==> src/rtl/seq_divider_restoring_pkg.sv <==
// Shared definitions for the sequential restoring divider.
// Holds the controller state encoding and the default operand width, which the
// neighbouring array multiplier also uses.
package seq_divider_restoring_pkg;

  // Default divisor/remainder width. Dividend and quotient are twice this wide.
  parameter int unsigned DefaultN = 4;

  typedef enum logic [1:0] {
    StIdle = 2'd0,
    StRun  = 2'd1,
    StDone = 2'd2
  } state_e;

endpackage

==> src/rtl/seq_divider_restoring_div_step.sv <==
// One restoring-division iteration (combinational).
// Shifts the partial remainder left, brings in the next dividend bit, and
// subtracts the divisor when the result would not go negative.
//   p_i       : partial remainder before this step (N+1 bits, MSB always 0)
//   bit_i     : next dividend bit, MSB first
//   divisor_i : divisor
//   p_o       : partial remainder after this step
//   q_bit_o   : quotient bit produced by this step
module seq_divider_restoring_div_step #(
  parameter int unsigned N = 4
) (
  input  logic [N:0]   p_i,
  input  logic         bit_i,
  input  logic [N-1:0] divisor_i,
  output logic [N:0]   p_o,
  output logic         q_bit_o
);

  logic [N+1:0] p_shift;
  logic [N+1:0] diff;
  logic [N+1:0] p_next;

  always_comb begin
    p_shift = {p_i, bit_i};
    diff    = p_shift - {2'b00, divisor_i};
    q_bit_o = (p_shift >= {2'b00, divisor_i});
    p_next  = q_bit_o ? diff : p_shift;
    // The result is always below the divisor, so the top bit is always zero.
    p_o     = (N+1)'(p_next);
  end

endmodule

==> src/rtl/seq_divider_restoring.sv <==
// Sequential restoring divider: 2N-bit unsigned dividend / N-bit divisor gives
// a 2N-bit quotient and an N-bit remainder, one quotient bit per clock.
// Ports:
//   clk_i          : clock, rising edge
//   rst_ni         : asynchronous active-low reset
//   in_valid_i     : operands valid
//   in_ready_o     : operands can be accepted (idle only)
//   dividend_i     : 2N-bit dividend, sampled on accept
//   divisor_i      : N-bit divisor, sampled on accept
//   out_valid_o    : result valid, held until consumed
//   out_ready_i    : consumer takes the result
//   quotient_o     : 2N-bit quotient
//   remainder_o    : N-bit remainder
//   div_by_zero_o  : result came from a zero divisor
module seq_divider_restoring
  import seq_divider_restoring_pkg::*;
#(
  parameter int unsigned N = DefaultN
) (
  input  logic           clk_i,
  input  logic           rst_ni,
  input  logic           in_valid_i,
  output logic           in_ready_o,
  input  logic [2*N-1:0] dividend_i,
  input  logic [N-1:0]   divisor_i,
  output logic           out_valid_o,
  input  logic           out_ready_i,
  output logic [2*N-1:0] quotient_o,
  output logic [N-1:0]   remainder_o,
  output logic           div_by_zero_o
);

  localparam int unsigned CntW = $clog2(2 * N);
  localparam logic [CntW-1:0] CntLast = CntW'(2 * N - 1);

  state_e          state_q, state_d;
  logic [CntW-1:0] cnt_q, cnt_d;
  logic [2*N-1:0]  dvd_q, dvd_d;       // dividend, shifted out MSB first
  logic [N-1:0]    dvs_q, dvs_d;
  logic [N:0]      p_q, p_d;           // partial remainder
  logic [2*N-1:0]  quo_q, quo_d;       // working quotient
  logic [2*N-1:0]  quotient_q, quotient_d;
  logic [N-1:0]    remainder_q, remainder_d;
  logic            dbz_q, dbz_d;

  logic [N:0]      step_p;
  logic            step_q;

  seq_divider_restoring_div_step #(
    .N (N)
  ) u_div_step (
    .p_i       (p_q),
    .bit_i     (dvd_q[2*N-1]),
    .divisor_i (dvs_q),
    .p_o       (step_p),
    .q_bit_o   (step_q)
  );

  always_comb begin
    state_d     = state_q;
    cnt_d       = cnt_q;
    dvd_d       = dvd_q;
    dvs_d       = dvs_q;
    p_d         = p_q;
    quo_d       = quo_q;
    quotient_d  = quotient_q;
    remainder_d = remainder_q;
    dbz_d       = dbz_q;

    unique case (state_q)
      StIdle: begin
        if (in_valid_i) begin
          dvd_d   = dividend_i;
          dvs_d   = divisor_i;
          p_d     = '0;
          quo_d   = '0;
          cnt_d   = '0;
          dbz_d   = 1'b0;
          state_d = StRun;
        end
      end
      StRun: begin
        // A zero divisor spends exactly one RUN cycle, so its result appears
        // one edge after accept instead of 2N.
        if (dvs_q == '0) begin
          quotient_d  = '1;
          remainder_d = dvd_q[N-1:0];
          dbz_d       = 1'b1;
          state_d     = StDone;
        end else begin
          p_d   = step_p;
          quo_d = {quo_q[2*N-2:0], step_q};
          dvd_d = dvd_q << 1;
          cnt_d = cnt_q + CntW'(1);
          if (cnt_q == CntLast) begin
            quotient_d  = {quo_q[2*N-2:0], step_q};
            remainder_d = step_p[N-1:0];
            state_d     = StDone;
          end
        end
      end
      StDone: begin
        if (out_ready_i) begin
          state_d = StIdle;
        end
      end
      default: begin
        state_d = StIdle;
      end
    endcase
  end

  always_ff @(posedge clk_i or negedge rst_ni) begin
    if (!rst_ni) begin
      state_q     <= StIdle;
      cnt_q       <= '0;
      dvd_q       <= '0;
      dvs_q       <= '0;
      p_q         <= '0;
      quo_q       <= '0;
      quotient_q  <= '0;
      remainder_q <= '0;
      dbz_q       <= 1'b0;
    end else begin
      state_q     <= state_d;
      cnt_q       <= cnt_d;
      dvd_q       <= dvd_d;
      dvs_q       <= dvs_d;
      p_q         <= p_d;
      quo_q       <= quo_d;
      quotient_q  <= quotient_d;
      remainder_q <= remainder_d;
      dbz_q       <= dbz_d;
    end
  end

  assign in_ready_o    = (state_q == StIdle);
  assign out_valid_o   = (state_q == StDone);
  assign quotient_o    = quotient_q;
  assign remainder_o   = remainder_q;
  assign div_by_zero_o = dbz_q;

endmodule
==> config.mk <==
export PLATFORM = sky130hd
export DESIGN_NAME = seq_divider_restoring
export DESIGN_NICKNAME = d
export VERILOG_FILES = /design/src/rtl/seq_divider_restoring_pkg.sv /design/src/rtl/seq_divider_restoring_div_step.sv /design/src/rtl/seq_divider_restoring.sv
export SDC_FILE = /design/constraint.sdc
export NUM_CORES = 1
export LEC_CHECK = 0
export CORE_MARGIN = 2
export CORE_UTILIZATION = 39
export DETAILED_ROUTE_END_ITERATION = 8
export GPL_ROUTABILITY_DRIVEN = 0
export SLEW_MARGIN = 20
export SYNTH_ARGS = -nofsm -noshare
export SYNTH_HDL_FRONTEND = slang
export SYNTH_SLANG_ARGS = --single-unit
==> constraint.sdc <==
create_clock -name clk_i -period 4.6 [get_ports clk_i]
set_input_delay 0.46 -clock clk_i [delete_from_list [all_inputs] [get_ports clk_i]]
set_output_delay 0.46 -clock clk_i [all_outputs]
set_load 0.005 [all_outputs]
# Yosys cells after proc, flatten, opt, wreduce, memory -nomap -nowiden
# Cells that the tools add are included.
dict set report word_totals {
  register_bits 42
  word_cells 54
}
dict set report classes {
  addsub 2
  magnitude_cmp 1
  eq_ne 8
  mux 25
  n_reduce_logical 9
}
# operator count
set op_table {}
lappend op_table {{$mux 8} 4}
lappend op_table {{$pmux 8 s2} 1}
lappend op_table {{$mux 5} 3}
lappend op_table {{$mux 7} 2}
lappend op_table {{$pmux 7 s2} 1}
lappend op_table {{$pmux 5 s2} 1}
lappend op_table {{$reduce_and 3->1} 3}
lappend op_table {{$mux 2} 4}
lappend op_table {{$mux 4} 2}
lappend op_table {{$ge 6x4->1} 1}
lappend op_table {{$mux 3} 2}
lappend op_table {{$ne 2x2->1 const B} 3}
lappend op_table {{$pmux 2 s3} 1}
lappend op_table {{$pmux 3 s2} 1}
lappend op_table {{$sub 5x4->5} 1}
lappend op_table {{$logic_not 4->1} 1}
lappend op_table {{$reduce_and 2->1} 2}
lappend op_table {{$reduce_bool 2->1} 2}
lappend op_table {{$add 3x1->3 const B} 1}
lappend op_table {{$eq 3x3->1 const B} 1}
lappend op_table {{$ne 3x3->1 const B} 1}
lappend op_table {{$eq 2x1->1 const B} 1}
lappend op_table {{$eq 2x2->1 const B} 1}
lappend op_table {{$logic_not 2->1} 1}
lappend op_table {{3 further kinds} 4}

# Logic depth before layout (Yosys ltp)
dict set report logic_depth {
  word_depth 4
  mapped_depth 9
  mapped_depth_nobuf 9
}

# Hierarchy
# From an unflattened synthesis, not the netlist that was laid out.
dict set report hier_totals {
  hier_cells 197
  hier_area_um2 2163.3
}
# module instances cells_per_inst area_each_um2 seq_area_each_um2
set by_module_without_submodules {}
lappend by_module_without_submodules {seq_divider_restoring 1 168 1929.4 1051.0}
lappend by_module_without_submodules {seq_divider_restoring_div_step 1 29 234.0 0.0}

# Worst setup path before layout
# Ideal clock, no wire load.
dict set report synth_path {
  kind {register to register}
  from {register dvd_q[7]}
  to {register remainder_q[0], in the netlist remainder_o[0]}
  setup_time_ns 0.065
  t_arrival_ns 1.894
  slack_ns 2.641
  stages_incl_launch_ff 10
  n_path_buf 0
  cell_sequence {dfrtp_1 > inv_1 > ha_1 > inv_1 > fa_1 > a21oi_1 > o211ai_2 > mux2_2 > a21oi_1 > a21o_1}
}
dict set report synth_between {
  elab_chain_cells 4
}
# item line
set synth_lines {}
lappend synth_lines {{start: declaration} seq_divider_restoring.sv:38} ;# logic [2*N-1:0] dvd_q, dvd_d;
lappend synth_lines {{start signal: assignment} seq_divider_restoring.sv:127} ;# dvd_q <= dvd_d;
lappend synth_lines {{$sub 5x4->5 or $ge 6x4->1 (tied branches)} {seq_divider_restoring_div_step.sv:25, seq_divider_restoring_div_step.sv:26}}
lappend synth_lines {{$mux 5 (*)} seq_divider_restoring_div_step.sv:27} ;# p_next = q_bit_o ? diff : p_shift;
lappend synth_lines {{$mux 4 (*)} seq_divider_restoring.sv:95} ;# if (cnt_q == CntLast) begin
lappend synth_lines {{$mux 4 (*)} seq_divider_restoring.sv:85} ;# if (dvs_q == '0) begin
lappend synth_lines {{end signal: assignment} seq_divider_restoring.sv:132} ;# remainder_q <= remainder_d;
lappend synth_lines {{end: declaration} seq_divider_restoring.sv:43} ;# logic [N-1:0] remainder_q, remainder_d;
# Mark *: on every way between the ends. The rest lies on a longest branch, timed or not. The select of a mux whose other input is x is not followed.
# A chain may end at the register's enable or synchronous reset.

# Worst setup path after layout
# Ends and elaborated chain as after synthesis.

==> qor.csv <==
metric,value,unit
status,"complete, no violations",
first_pass_iters,4,
final.setup.tns,0,ns
rows,26,
drive_gt1_share,10.9,%
grt_use_met1,23.4,%
seq_area_frac_synth,52.7,%
regToRegEndpoint,remainder_o[0],
track_usage,15.6,%
yosysWarnings,0,
required,4.83,ns
grt_pass1_wl,6540,um
grt_pass1_vias,1291,
p_leak,0.00111,uW
synth_adder_area_share,4.76,%
core-area,5010,um2
cts_setup_buffers,0,
critical_path_class,reg2reg,
io_pins,31,
synth_compound_area_share,15.1,%
rsz0062_at_grt,false,
h-tree-depth,2,
finalHoldViolations,0,
antennaDiodeCount,0,
fillers,508,
synth_top_family_by_area,compound AO/OA/AOI/OAI gates,
fp.dieW,75.5,um
gr-max-usage-layer,met1,
root_buffer,clkbuf_8,
use_met3,3.70,%
cts_sinks,42,
layout_commonest_cell,dfrtp_1,
ys_top_cells_by_area,"dfrtp_1, nand2_1, mux2i_1",
pre_cts_slack,2.26,ns
final_cells,291,
skew,0.0133,ns
critPathLaunchType,flip-flop,
grtUsageMet2,21.4,%
area_growth,21.1,%
hold_path.class,in2async,
powerDensity,773,nW/um2
overflow,0,
vias_per_cell,5.03,
cp.arrival,2.60,ns
syn_inst,191,
path_cells,"inv_1, ha_1, inv_1, fa_1, a21oi_1, o211ai_2, mux2_2, a21oi_1, a21o_1",
postRouteAntennaNets,0,
antenna_found_initial,0,
die-area,5710,um2
tightest_slew,0.960,ns
cts.reportedPaths.clkPinSlew,0.09,ns
route.detailed.drc,0,
cts-resized-gates,0,
detail_route.iter0.violations,77,
min_period,2.37,ns
r2r_setup_slack,2.23,ns
yosys.cell_types.count,34,
io_buffer_count,30,
drv_cap,0,
die_h,75.5,um
ys_ff_latch,42,
end_kind,flip-flop,
clk_latency,0.30,ns
hpwl,2850,um
finalCritPeriodShare,51.4,%
fmax,423,MHz
nets,243,
wl_per_cell,13.8,um
cts_tree,built,
muxShareOfSynthArea,7.90,%
finalSetupViolCount,0,
yosys.area.top_type_share,52.7,%
path_delay_family,compound AO/OA/AOI/OAI gates,
synth_xor_area_share,0.878,%
mostFrequentLayoutCells,"dfrtp_1, nand2_1, clkdlybuf4s50_1",
num_vias,1464,
r2r_cells,9,
hold_buffers,0,
syn_nets,214,
synthSimpleGateAreaFrac,14.2,%
finalMaxSlewViolations,0,
vdd_drop_max,296,uV
place_inst,283,
initial_core_util,39.8,%
cts_buffers,5,
path_max_fanout,9,
grt_max_degree,43,
cp_num_buf_inv,2,
synth_largest_area_cell,dfrtp_1,
r2r_start,dvd_q[7],
fin_ws,2.23,ns
wirelength,4020,um
holdWs,0.310,ns
slowest_delay,0.40,ns
clk_path_buf_depth,2,
synth_area_per_cell,10.4,um2
slew_headroom,36.0,%
p_total,1870,uW
critPathSlowestCell,fa_1,
synth_area,2000,um2
## worst max-delay path by stage
stage | cells past startpoint | startpoint | to
floorplan | 9 | dvd_q[7] | remainder_o[0]
global placement | 9 | dvd_q[7] | remainder_o[0]
detailed placement | 9 | dvd_q[7] | remainder_o[0]
CTS | 9 | dvd_q[7] | remainder_o[0]
global route | 9 | dvd_q[7] | remainder_o[0]
finish | 9 | dvd_q[7] | remainder_o[0]
## stage by stage
stage	utilization [%]	instance area [um2]
floorplan	-	2000
global placement	46.4	2330
detailed placement	46.4	2330
CTS	48.2	2420
global route	48.2	2420
finish	48.2	2420
## Yosys cell counts
library cell / count
nor2_1: 4
nand2_1: 37
and2_4: 1
o22a_1: 8
nand3b_1: 1
o21ai_1: 1
a22o_1: 1
o21ai_0: 15
xor2_1: 1
nor2b_1: 1
clkbuf_2: 1
ha_1: 6
o21ai_2: 5
fa_1: 1
buf_2: 2
a21oi_1: 8
nand3_1: 14
a21o_1: 2
nand4_1: 1
a21oi_4: 1
o211ai_2: 1
mux2i_1: 9
xnor2_1: 1
dfrtp_1: 42
or4_1: 1
mux2_2: 6
nand2b_1: 1
buf_6: 3
nor3_1: 2
clkbuf_1: 3
o21bai_1: 1
inv_1: 8
nor4_1: 1
o21a_1: 1
## final cells by class
class	count	area [um2]	area share (%)
Tap cell	70	87.6	3.63
Clock buffer	5	68.8	2.85
Timing Repair Buffer	31	303	12.5
Inverter	8	30.0	1.24
Multi-Input combinational cell	132	855	35.4
Sequential cell	42	1050	43.5
Clock inverter	3	21.3	0.880
## cell families after synthesis
logic type	after synthesis
simple gates	64
compound gates	44
flops	42
buf+inv	17
mux	15
fa+ha+maj	7
xor+xnor	2
## registers in the layout (all words and copies together), names as in the netlist
register	flops
cnt_q	3
dvd_q	8
quo_q	7
state_q	2
remainder_o	4
p_q	5
quotient_o	8
dvs_q	4
div_by_zero_o	1
## where the power goes
group / switching (uW) / total, uW / internal [uW]
clock: 134 / 240 / 107
combinational: 529 / 977 / 448
sequential: 115 / 651 / 536
total: 777 / 1870 / 1090
## metal layers
metal	vias up	wire (um)	share of wire [%]
met3	7	184	4.6
met4	0	67	1.7
met1	698	2040	51
li1	724	-	-
met5	-	0	0
met2	35	1730	43
No activity file was read; power rests on OpenSTA's default activity.
